### config.mk
export PLATFORM = sky130hd
export DESIGN_NAME = rtd_ctrl_flat
export DESIGN_NICKNAME = d
export VERILOG_FILES = /design/src/rtl/rtd_ctrl_if.sv /design/src/rtl/rtd_ctrl.sv /design/src/flat_wrapper.sv
export SDC_FILE = /design/constraint.sdc
export NUM_CORES = 1
export LEC_CHECK = 0
export ABC_AREA = 1
export ABC_CLOCK_PERIOD_IN_PS = 2300
export CAP_MARGIN = 15
export CORE_ASPECT_RATIO = 0.5
export CORE_UTILIZATION = 44
export DETAILED_ROUTE_END_ITERATION = 10
export PLACE_DENSITY = 0.66
export SLEW_MARGIN = 20
export SYNTH_ARGS = -nofsm -noshare
export SYNTH_HDL_FRONTEND = slang
export SYNTH_SLANG_ARGS = --single-unit
### constraint.sdc
create_clock -name clk -period 2.3 [get_ports clk]
set_input_delay 0.46 -clock clk [delete_from_list [all_inputs] [get_ports clk]]
set_output_delay 0.46 -clock clk [all_outputs]
set_load 0.1 [all_outputs]
### src/rtl/rtd_ctrl_if.sv
// Handshake bundle for the reaction-time controller: round request and button in,
// stimulus LED, BCD result, state code and status flags out.
interface rtd_ctrl_if;
    logic       start;
    logic       bt;
    logic       led;
    logic [3:0] bcd1;
    logic [3:0] bcd0;
    logic [2:0] state;
    logic       false_start;
    logic       timeout;

    modport master (
        output start, bt,
        input  led, bcd1, bcd0, state, false_start, timeout
    );

    modport slave (
        input  start, bt,
        output led, bcd1, bcd0, state, false_start, timeout
    );
endinterface

### src/rtl/rtd_ctrl.sv
// Reaction-time game controller: random pre-stimulus wait, lit LED, then a
// two-digit BCD count of 10 ms ticks until the (active-low) button is pressed.
module rtd_ctrl #(
    parameter int TICK_DIV = 1000000,
    parameter int MIN_WAIT = 100
) (
    input  logic       clk,
    input  logic       rst,
    rtd_ctrl_if.slave  bus
);
    localparam int PW = (TICK_DIV > 2) ? $clog2(TICK_DIV) : 1;

    typedef enum logic [2:0] {
        IDLE  = 3'd0,
        WAIT  = 3'd1,
        REACT = 3'd2,
        DONE  = 3'd3,
        FAULT = 3'd4
    } state_t;

    state_t      cur;
    logic        bt_meta;
    logic        bt_sync;
    logic        start_q;
    logic [7:0]  lfsr;
    logic [PW-1:0] presc;
    logic [8:0]  wait_cnt;
    logic [3:0]  bcd1_q;
    logic [3:0]  bcd0_q;
    logic        false_start_q;
    logic        timeout_q;

    logic pressed;
    logic start_edge;
    logic tick;
    logic lfsr_fb;

    assign pressed    = ~bt_sync;
    assign start_edge = bus.start & ~start_q;
    assign tick       = (presc == PW'(TICK_DIV - 1));
    assign lfsr_fb    = lfsr[7] ^ lfsr[5] ^ lfsr[4] ^ lfsr[3];

    // The prescaler free-runs; entering WAIT or REACT restarts it so the first
    // tick lands a full TICK_DIV cycles after entry. Press beats a coincident tick.
    always_ff @(posedge clk or posedge rst) begin
        if (rst) begin
            cur           <= IDLE;
            bt_meta       <= 1'b1;
            bt_sync       <= 1'b1;
            start_q       <= 1'b0;
            lfsr          <= 8'hA5;
            presc         <= '0;
            wait_cnt      <= '0;
            bcd1_q        <= 4'd0;
            bcd0_q        <= 4'd0;
            false_start_q <= 1'b0;
            timeout_q     <= 1'b0;
        end else begin
            bt_meta <= bus.bt;
            bt_sync <= bt_meta;
            start_q <= bus.start;
            lfsr    <= {lfsr[6:0], lfsr_fb};
            presc   <= tick ? '0 : presc + 1'b1;

            case (cur)
                IDLE, DONE, FAULT: begin
                    if (start_edge) begin
                        cur           <= WAIT;
                        wait_cnt      <= 9'(MIN_WAIT) + {1'b0, lfsr};
                        bcd1_q        <= 4'd0;
                        bcd0_q        <= 4'd0;
                        false_start_q <= 1'b0;
                        timeout_q     <= 1'b0;
                        presc         <= '0;
                    end
                end
                WAIT: begin
                    if (pressed) begin
                        cur           <= FAULT;
                        false_start_q <= 1'b1;
                        bcd1_q        <= 4'hF;
                        bcd0_q        <= 4'hF;
                    end else if (tick) begin
                        wait_cnt <= wait_cnt - 1'b1;
                        if (wait_cnt == 9'd1) begin
                            cur   <= REACT;
                            presc <= '0;
                        end
                    end
                end
                REACT: begin
                    if (pressed) begin
                        cur <= DONE;
                    end else if (tick) begin
                        if (bcd1_q == 4'd9 && bcd0_q == 4'd9) begin
                            cur       <= DONE;
                            timeout_q <= 1'b1;
                        end else if (bcd0_q == 4'd9) begin
                            bcd0_q <= 4'd0;
                            bcd1_q <= bcd1_q + 4'd1;
                        end else begin
                            bcd0_q <= bcd0_q + 4'd1;
                        end
                    end
                end
                default: cur <= IDLE;
            endcase
        end
    end

    assign bus.state       = cur;
    assign bus.led         = (cur != REACT);
    assign bus.bcd1        = bcd1_q;
    assign bus.bcd0        = bcd0_q;
    assign bus.false_start = false_start_q;
    assign bus.timeout     = timeout_q;
endmodule

### src/flat_wrapper.sv
// flat-port wrapper written by rule: the top's interface ports become plain ports
module rtd_ctrl_flat 
#(
    parameter int TICK_DIV = 1000000,
    parameter int MIN_WAIT = 100
)
  (clk, rst, bus_start, bus_bt, bus_led, bus_bcd1, bus_bcd0, bus_state, bus_false_start, bus_timeout);
  rtd_ctrl_if bus_i ();
  input  logic clk;
  input  logic rst;
  input wire logic [$bits(bus_i.start)-1:0] bus_start;
  input wire logic [$bits(bus_i.bt)-1:0] bus_bt;
  output wire logic [$bits(bus_i.led)-1:0] bus_led;
  output wire logic [$bits(bus_i.bcd1)-1:0] bus_bcd1;
  output wire logic [$bits(bus_i.bcd0)-1:0] bus_bcd0;
  output wire logic [$bits(bus_i.state)-1:0] bus_state;
  output wire logic [$bits(bus_i.false_start)-1:0] bus_false_start;
  output wire logic [$bits(bus_i.timeout)-1:0] bus_timeout;
  assign bus_i.start = bus_start;
  assign bus_i.bt = bus_bt;
  assign bus_led = bus_i.led;
  assign bus_bcd1 = bus_i.bcd1;
  assign bus_bcd0 = bus_i.bcd0;
  assign bus_state = bus_i.state;
  assign bus_false_start = bus_i.false_start;
  assign bus_timeout = bus_i.timeout;
  rtd_ctrl #(.TICK_DIV(TICK_DIV), .MIN_WAIT(MIN_WAIT)) u_core (.clk(clk), .rst(rst), .bus(bus_i));
endmodule
### Yosys cells after proc, flatten, opt, wreduce, memory -nomap -nowiden

Cells that the tools add are included.

* muxes and demuxes: 37
* bitwise gates (word level): 5
* shift-type cells: 0
* $lt $le $gt $ge: 0
* reduce and logical (&&, ||, !) cells: 12
* multiply operators: 0
* equality and inequality tests: 22
* div/mod/pow operators: 0
* $add $sub $neg: 5

Operators with widths (number)
* $mux W20: 5
* $mux W4: 10
* $pmux W20 S2: 1
* $mux W9: 3
* $pmux W4 S3: 2
* $mux W3: 7
* $add A20 B1 Y20 const B: 1
* $eq A20 B20 Y1 const B: 1
* $pmux W9 S2: 1
* $ne A2 B1 Y1 const B: 7
* $ne A3 B3 Y1 const B: 4
* $reduce_and A5 Y1: 2
* $add A7 B8 Y9 const A: 1
* $eq A9 B1 Y1 const B: 1
* $pmux W3 S3: 1
* $sub A9 B1 Y9 const B: 1
* $add A4 B1 Y4 const B: 2
* $eq A4 B4 Y1 const B: 2
* $reduce_and A7 Y1: 1
* $eq A3 B2 Y1 const B: 2
* $reduce_and A6 Y1: 1
* $mux W1: 5
* $ne A2 B2 Y1 const B: 2
* $pmux W1 S2: 2
* 13 further kinds: 16

* latch bits: 0
* output and inout port bits: 14
* bits in read-only memories: 0
* memories kept: 0
* RAM bits: 0
* word-level logic and storage cells: 92
* register bits after elaboration: 53

### Logic depth before layout (Yosys ltp)

Gate-level depths: netlist of the first run.

* depth in word-level cells: 6
* depth in mapped cells: 10

### Worst setup path before layout of the first run

No wires, ideal clock.

* path type: reg2reg
* start: register u_core.cur[1] (netlist: u_core.bus.state[1])
* end: register u_core.bcd0_q[2] (netlist: u_core.bus.bcd0[2])
* slack: -0.230 ns
* path buffers: 0
* stages on the path, launching flop included: 7
* required time: 2.223 ns
* setup time: 0.077 ns
* clock period less this slack: 2.530 ns
* data arrival time: 2.453 ns
* path through: dfrtp_1 nand3_2 nor2_2 inv_1 o21ai_0 inv_1 o21ai_1

* word-level cells in the longest chain between the ends: 4

Ends and longest elaborated chain
* from (decl): RTL line rtd_ctrl.sv:21 `state_t cur;`
* from (signal assigned): RTL line rtd_ctrl.sv:47 `cur <= IDLE;`
* from (signal assigned): RTL line rtd_ctrl.sv:68 `cur <= WAIT;`
* from (signal assigned): RTL line rtd_ctrl.sv:79 `cur <= FAULT;`
* $eq A3 B2 Y1, or another cell as far along: RTL line rtd_ctrl.sv:65 `case (cur)`
* $reduce_or A3 Y1: RTL line rtd_ctrl.sv:65
* $ne A2 B1 Y1 (no source line) / $reduce_bool A3 Y1 (equally long branches)
* $reduce_and A6 Y1 (no source line)
* to (signal assigned): RTL line rtd_ctrl.sv:102 `bcd0_q <= bcd0_q + 4'd1;`
* to (decl): RTL line rtd_ctrl.sv:29 `logic [3:0] bcd0_q;`

Several ways; a longest one is shown, not always the timed one.
A chain may end at the register's enable or synchronous reset.

### Worst setup path in the final report of the first run

* start: register u_core.presc[0]
* end: register u_core.presc[16]

* word-level cells in the longest chain between the ends: 6

Ends and longest elaborated chain
* from (decl): RTL line rtd_ctrl.sv:26 `logic [PW-1:0] presc;`
* from (signal assigned): RTL line rtd_ctrl.sv:63 `presc <= tick ? '0 : presc + 1'b1;`
* $add A20 B1 Y20 / $eq A20 B20 Y1 (equally long branches): RTL line rtd_ctrl.sv:63, rtd_ctrl.sv:40
* $mux W20: RTL line rtd_ctrl.sv:63
* $mux W20: RTL line rtd_ctrl.sv:85 `if (wait_cnt == 9'd1) begin`
* $mux W20: RTL line rtd_ctrl.sv:83 `end else if (tick) begin`
* $mux W20: RTL line rtd_ctrl.sv:78 `if (pressed) begin`
* $pmux W20 S2 *: RTL line rtd_ctrl.sv:65

Every way passes the cells marked *; elsewhere a longest branch is shown, timed or not.

==> results of run 1 <==
stage by stage:
step                hold WS, ns  setup WS [ns]  power (mW)  cell area, um^2  std cells
finish                   0.3592         0.4314       4.330             3433        503
global route             0.3679         0.2282       4.685             3433        503
CTS                      0.3584         0.4337       4.366             3433        503
detailed placement       0.3487         0.3251       3.618             3297        495
global placement         0.3472         0.3624       3.557             3297        495
floorplan                0.3452       0.003097       3.172             3049        389
placed cells by master (no fill, tap or decap), types with 6 or more instances in the layout:
cell type,n
a21oi_1,14
buf_4,19
dfrtp_1,46
dfstp_2,6
ha_1,8
inv_1,42
nand2_1,85
nand3_1,39
nand4_1,7
nor2_1,52
o21ai_0,25
xor2_1,6
synthesized netlist by cell type, drive strengths merged:
cell type | count | area (um^2)
a211oi | 1 | 7.510
a21oi | 14 | 70.07
buf | 4 | 35.03
dfrtp | 47 | 1176
dfstp | 6 | 157.7
ha | 8 | 100.1
inv | 46 | 172.7
nand2 | 91 | 361.6
nand3 | 43 | 235.2
nand3b | 2 | 27.53
nand4 | 7 | 43.79
nor2 | 58 | 242.7
nor3 | 7 | 56.31
nor3b | 4 | 35.03
o21a | 2 | 15.01
o21ai | 31 | 158.9
o21bai | 3 | 22.52
o31ai | 1 | 7.510
or2 | 3 | 18.77
xnor2 | 5 | 43.79
xor2 | 6 | 52.55
cells by family (layout without fill, tap and decap cells):
| group | after synthesis | in the layout |
|---|---|---|
| compound gates | 52 | 52 |
| xor+xnor | 11 | 11 |
| fa+ha+maj | 8 | 8 |
| buf+inv | 50 | 76 |
| flops | 53 | 53 |
| simple gates | 215 | 215 |
per-layer routing:
layer | vias to the layer above | wire [um] | global-route usage
li1 | 1315 | - | -
met1 | 1209 | 3264 | 0.2612
met2 | 27 | 2854 | 0.3468
met3 | 5 | 148 | 0.03947
met4 | 0 | 77 | 0.06964
met5 | - | 0 | 0
worst max-delay path, stage by stage (launching register included):
cell and delay (ns):
dfrtp_1 0.37, ha_1 0.20, nand2_1 0.08, nor2_1 0.23, nand2_1 0.09, nor3_1 0.21, inv_1 0.11, nor2_1 0.24
nand3_1 0.11, nand2_1 0.08, nor2_1 0.04
cell type report:
class	count	area [um^2]	area share
Inverter	46	172.7	0.05029
Sequential cell	53	1335	0.3888
Tap cell	88	110.1	0.03207
Clock buffer	8	136.4	0.03972
Multi-Input combinational cell	286	1506	0.4388
Timing Repair Buffer	22	172.7	0.05029
power by group:
part / switching (mW) / internal, mW / leakage (nW)
sequential: 0.203 / 1.14 / 0.686
combinational: 1.66 / 0.602 / 0.936
clock: 0.323 / 0.406 / 0.0652
state kept, by name, summed over array words and instances (netlist names), 3 cells and up:
| name | cells |
|---|---|
| u_core.bus.bcd0 | 4 |
| u_core.lfsr | 8 |
| u_core.wait_cnt | 9 |
| u_core.bus.bcd1 | 4 |
| u_core.presc | 20 |
| u_core.bus.state | 3 |
final timing paths:
check | slack (ns) | startpoint | depth (start not counted) | endpoint
worst max-delay path | 0.43 | u_core.presc[0] | 10 | u_core.presc[16]
worst min-delay path | 0.36 | u_core.bt_meta | 0 | u_core.bt_sync
worst max register to register | 0.43 | u_core.presc[0] | 10 | u_core.presc[16]
worst min register to register | 0.36 | u_core.bt_meta | 0 | u_core.bt_sync
max in group asynchronous | 1.22 | rst | 3 | u_core.lfsr[7]
min in group asynchronous | 0.48 | rst | 2 | u_core.wait_cnt[3]
==> impl_results.md, run 1 <==
* Status: finished, final reports clean
* Mapped Nets at 401
* Max-cap viol count at 0
* Synth unique cells at 35
* Total grt overflow at 0
* WP data arrival at 2.05 ns
* Clk pin slew, worst setup/hold paths at 0.07 ns
* RSZ-0062 raised after global routing: no
* Drt wl/cell at 12.61 um
* Compound-Gate Fraction of Synth Area at 0.09259
* Die width at about 120 um
* DRC at 0
* # port buffers at 17
* H-tree depth at 2
* Postcts setup bufs at 0
* CTS tree: built
* Hpwl dp at 4749 um
* Period utilization at 0.8124
* Total of warnings raised by yosys at 0
* Total Wirelength at roughly 6300 um
* Part of the Yosys area used for sequential elements at 0.4387
* Synth Area in Adders at 0.03292
* Multiplexer share of the synthesized area at 0
* Initial antenna violation count at 0
* Fin. max-slew vios at 0
* Vias/cell at 5.082
* Drt pass-1 iters at 4
* Main combinational cell family by area after synthesis: simple AND/OR/NAND/NOR gates
* Worst slew margin at 0.7145
* IO Pins at 18
* PD cells at 1261 mW/mm^2
* Max Fclk at 535.2 MHz
* Req. time, crit path at 2.49 ns
* Tightest Pin Transition at 0.4276 ns
* Vias at 2556
* Synthesis-stage register bit count at 53
* CP endpoint kind: flop
* Leakage at 1.688 nW
* Peak supply drop at about 1300 uV
* Routability cong. at 0.8875
* Total CTS buffers at 5
* First-pass GRT wire length at 11480 um
* Core ar. at 0.006356 mm^2
* Core Util, Final at 0.5402
* Core Rows at 20
* Final ANT Viol Nets at 0
* Setup CP Type: reg -> reg
* Share of cells above drive strength 1 at 0.1446
* Pin count of the biggest net entering global routing at 21
* Drt first-iter violations at 137
* CTS root buf: clkbuf_16
* Vias in the first global route at 2573
* Worst Hold Class: reg -> reg
* Hold Vio Cnt, Final at 0
* Post-cts resize count at 0
* Worst-skew pair later-pin latency at 0.29 ns
* Clk sinks at 53
* Simple-gate share of the synthesized area at 0.3358
* Diodes inserted at 0
* Initial Utilization at 0.4783
* Total Die Area at between 0.007 and 0.008 mm^2
* Layout fillers at 630
* Setup TNS at 0 ns
* Xor/xnor share of the synthesized area at 0.03169
* Clock Skews at 0.003982 ns
* Setup violation total in the final timing report at 0
* Nets@finish at 426
* Hold-fix buffers, CTS at 0
* Mean Syn Cell Area at 7.816 um^2
* Crit path launch type: flop
* Post-layout min period at 1.869 ns
* Cell Area, Synth at 0.003040 mm^2
* Vert. Die Dim at about 60 um
* Synth Instances at between 300 and 400
* Total GRT Usage at 0.2015
* Synth-to-Final Area Change at 12.92%
* CTS max path bufs at 2
* Critical-path maximum fanout at 4
No activity file was read; power rests on OpenSTA's default activity.
==> inputs of run 2 (changes only) <==
--- a/config.mk
+++ b/config.mk
@@ -6,12 +6,12 @@
 export NUM_CORES = 1
 export LEC_CHECK = 0
 export ABC_AREA = 1
-export ABC_CLOCK_PERIOD_IN_PS = 2300
+export ABC_CLOCK_PERIOD_IN_PS = 1700
 export CAP_MARGIN = 15
 export CORE_ASPECT_RATIO = 0.5
 export CORE_UTILIZATION = 44
 export DETAILED_ROUTE_END_ITERATION = 10
-export PLACE_DENSITY = 0.66
+export PLACE_DENSITY = 0.68
 export SLEW_MARGIN = 20
 export SYNTH_ARGS = -nofsm -noshare
 export SYNTH_HDL_FRONTEND = slang
==> constraint.sdc (replaced) <==
create_clock -name clk -period 1.7 [get_ports clk]
set_input_delay 0.34 -clock clk [delete_from_list [all_inputs] [get_ports clk]]
set_output_delay 0.34 -clock clk [all_outputs]
set_load 0.1 [all_outputs]
==> impl_results.md, run 2 (synthesis gave the netlist of run 1 again) <==
* Total grt overflow at 0
* Initial Utilization at 0.4783
* Leakage at 1.827 nW
* P_sw at 3.138 mW
* Vias at ~2.7k
* Core Rows at 20
* Period utilization at 0.9506
* Worst-skew pair later-pin latency at 0.29 ns
* Max Fclk at 618.8 MHz
* Clk sinks at 53
* Clock group share of total power at 0.152
* Setup violation total in the final timing report at 0
* Post-DP Area at 0.003635 mm^2
* Tightest Pin Transition at 0.3235 ns
* Internal at between 3 and 4 mW
* Worst r2r path cells at 8
* Peak supply drop at between 1000 and 1500 uV
* Sequential fraction of design power at 0.285
* Die width at 119.6 um
* Total Die Area at 0.007267 mm^2
* Most frequent cells in the layout: nand2_1, nor2_1, inv_1
* Worst slew margin at 0.7820
* Diodes inserted at 0
* Largest registers: u_core.presc (20), u_core.wait_cnt (9), u_core.lfsr (8)
* Max reg flops at 20
* Final setup margin at approximately 0.084 ns
* Worst Hold Class: reg -> reg
* Clock Skews at 0.006347 ns
* Hpwl dp at 4709 um
* Critical Path End: bus_led
* Drt wl/cell at ~13 um
* Critical-path maximum fanout at 10
* Layout fillers at 528
* CTS tree: built
* CP endpoint kind: output port
* Max-cap viol count at 0
* R2R Setup Slk at 0.12 ns
* # port buffers at 17
* IO Pins at 18
* Crit path launch type: flop
* H-tree depth at 2
* Hold Vio Cnt, Final at 0
* Commonest non-fill, non-tap cell in the layout: nand2_1
* Post-layout min period at 1.616 ns
* Drt first-iter violations at around 260
* Clk pin slew, worst setup/hold paths at 0.07 ns
* Fin. max-slew vios at 0
* Synth-to-Final Area Change at 28.15%
* WP data arrival at 1.28 ns
* Worst r2r dst: u_core.wait_cnt[0]
* Vert. Die Dim at 60.78 um
* CTS max path bufs at 2
* Logic gate share of total power at 0.563
* Status: finished, final reports clean
* Setup TNS at 0 ns
* Nets@finish at 438
* Vias/cell at 5.237
* Initial antenna violation count at 0
* Critical R2R Launch: u_core.presc[1]
* Total CTS buffers at 5
* Total Wirelength at 6561 um
* Setup CP Type: reg -> out
* Worst setup path startpoint: u_core.bus.state[2]
* Pre-CTS setup slack at -0.08950 ns
* Sw Ratio at 0.4721
* DRC at 0
* Pin count of the biggest net entering global routing at 54
* Core Util, Final at 0.6130
* Tot Pwr at 6.648 mW
* Final ANT Viol Nets at 0
* Req. time, crit path at approximately 1.4 ns
* CTS root buf: clkbuf_16
* Total GRT Usage at 0.1916
* Drt pass-1 iters at 5
* Vias in the first global route at roughly 2.4k
* Final instance area at 0.003896 mm^2
* PD cells at 1706 mW/mm^2
* Routability cong. at just under 0.9
* Core ar. at 0.006356 mm^2
* Share of cells above drive strength 1 at 0.2529
* First-pass GRT wire length at 10890 um
* Biggest register: u_core.presc
* Hold-fix buffers, CTS at 0
## run 2: how the worst min path moves through the flow
stage / from / to / slack [ns] / cells past startpoint
after floorplan: bus_bt / u_core.bt_meta / 0.34 / 0
after global placement: u_core.bt_meta / u_core.bt_sync / 0.35 / 0
after detailed placement: u_core.bt_meta / u_core.bt_sync / 0.35 / 0
after CTS: u_core.bt_meta / u_core.bt_sync / 0.36 / 0
after global routing: u_core.bt_meta / u_core.bt_sync / 0.37 / 0
final: u_core.bt_meta / u_core.bt_sync / 0.36 / 0
## run 2: power groups by stage
stage | sequential [mW] | clock [mW] | combinational [mW]
after floorplan | 2.64 | 0 | 1.77
after global placement | 1.89 | 0 | 3.57
after detailed placement | 1.90 | 0 | 3.64
after CTS | 1.89 | 1.04 | 3.66
after global routing | 1.94 | 1.09 | 4.08
final | 1.89 | 1.01 | 3.74
## run 2: metal layers
layer,vias to the layer above,routed length (um),track usage
met5,-,0,0
met4,0,63,0.04821
met3,6,302,0.04511
met2,84,3092,0.3369
met1,1267,3103,0.2447
li1,1340,-,-
## run 2: per-stage QoR
stage	hold slack [ns]	cells
after floorplan	0.3445	389
after global placement	0.3474	505
after detailed placement	0.3503	505
after CTS	0.3601	513
after global routing	0.3677	515
final	0.3612	515
## run 2: cell type report
type,count,area (um^2),share of cell area
inverters,46,172.7,0.04432
flip-flops and latches,53,1348,0.3459
multi-input cells,286,1657,0.4252
well taps,88,110.1,0.02826
clock buffers,8,146.4,0.03757
repair buffers,34,462.9,0.1188
## run 2: critical path: stages, from the launching register on
cell	delay (ns)
dfrtp_2	0.46
inv_2	0.11
nand3_4	0.19
buf_12	0.23
## run 2: timing repair
action	4_1_cts	5_1_grt
pin swaps	0	5
buffers inserted	0	2
gates resized for setup	1	22
endpoints found under the setup margin	2	39
hold endpoints to repair	0	0
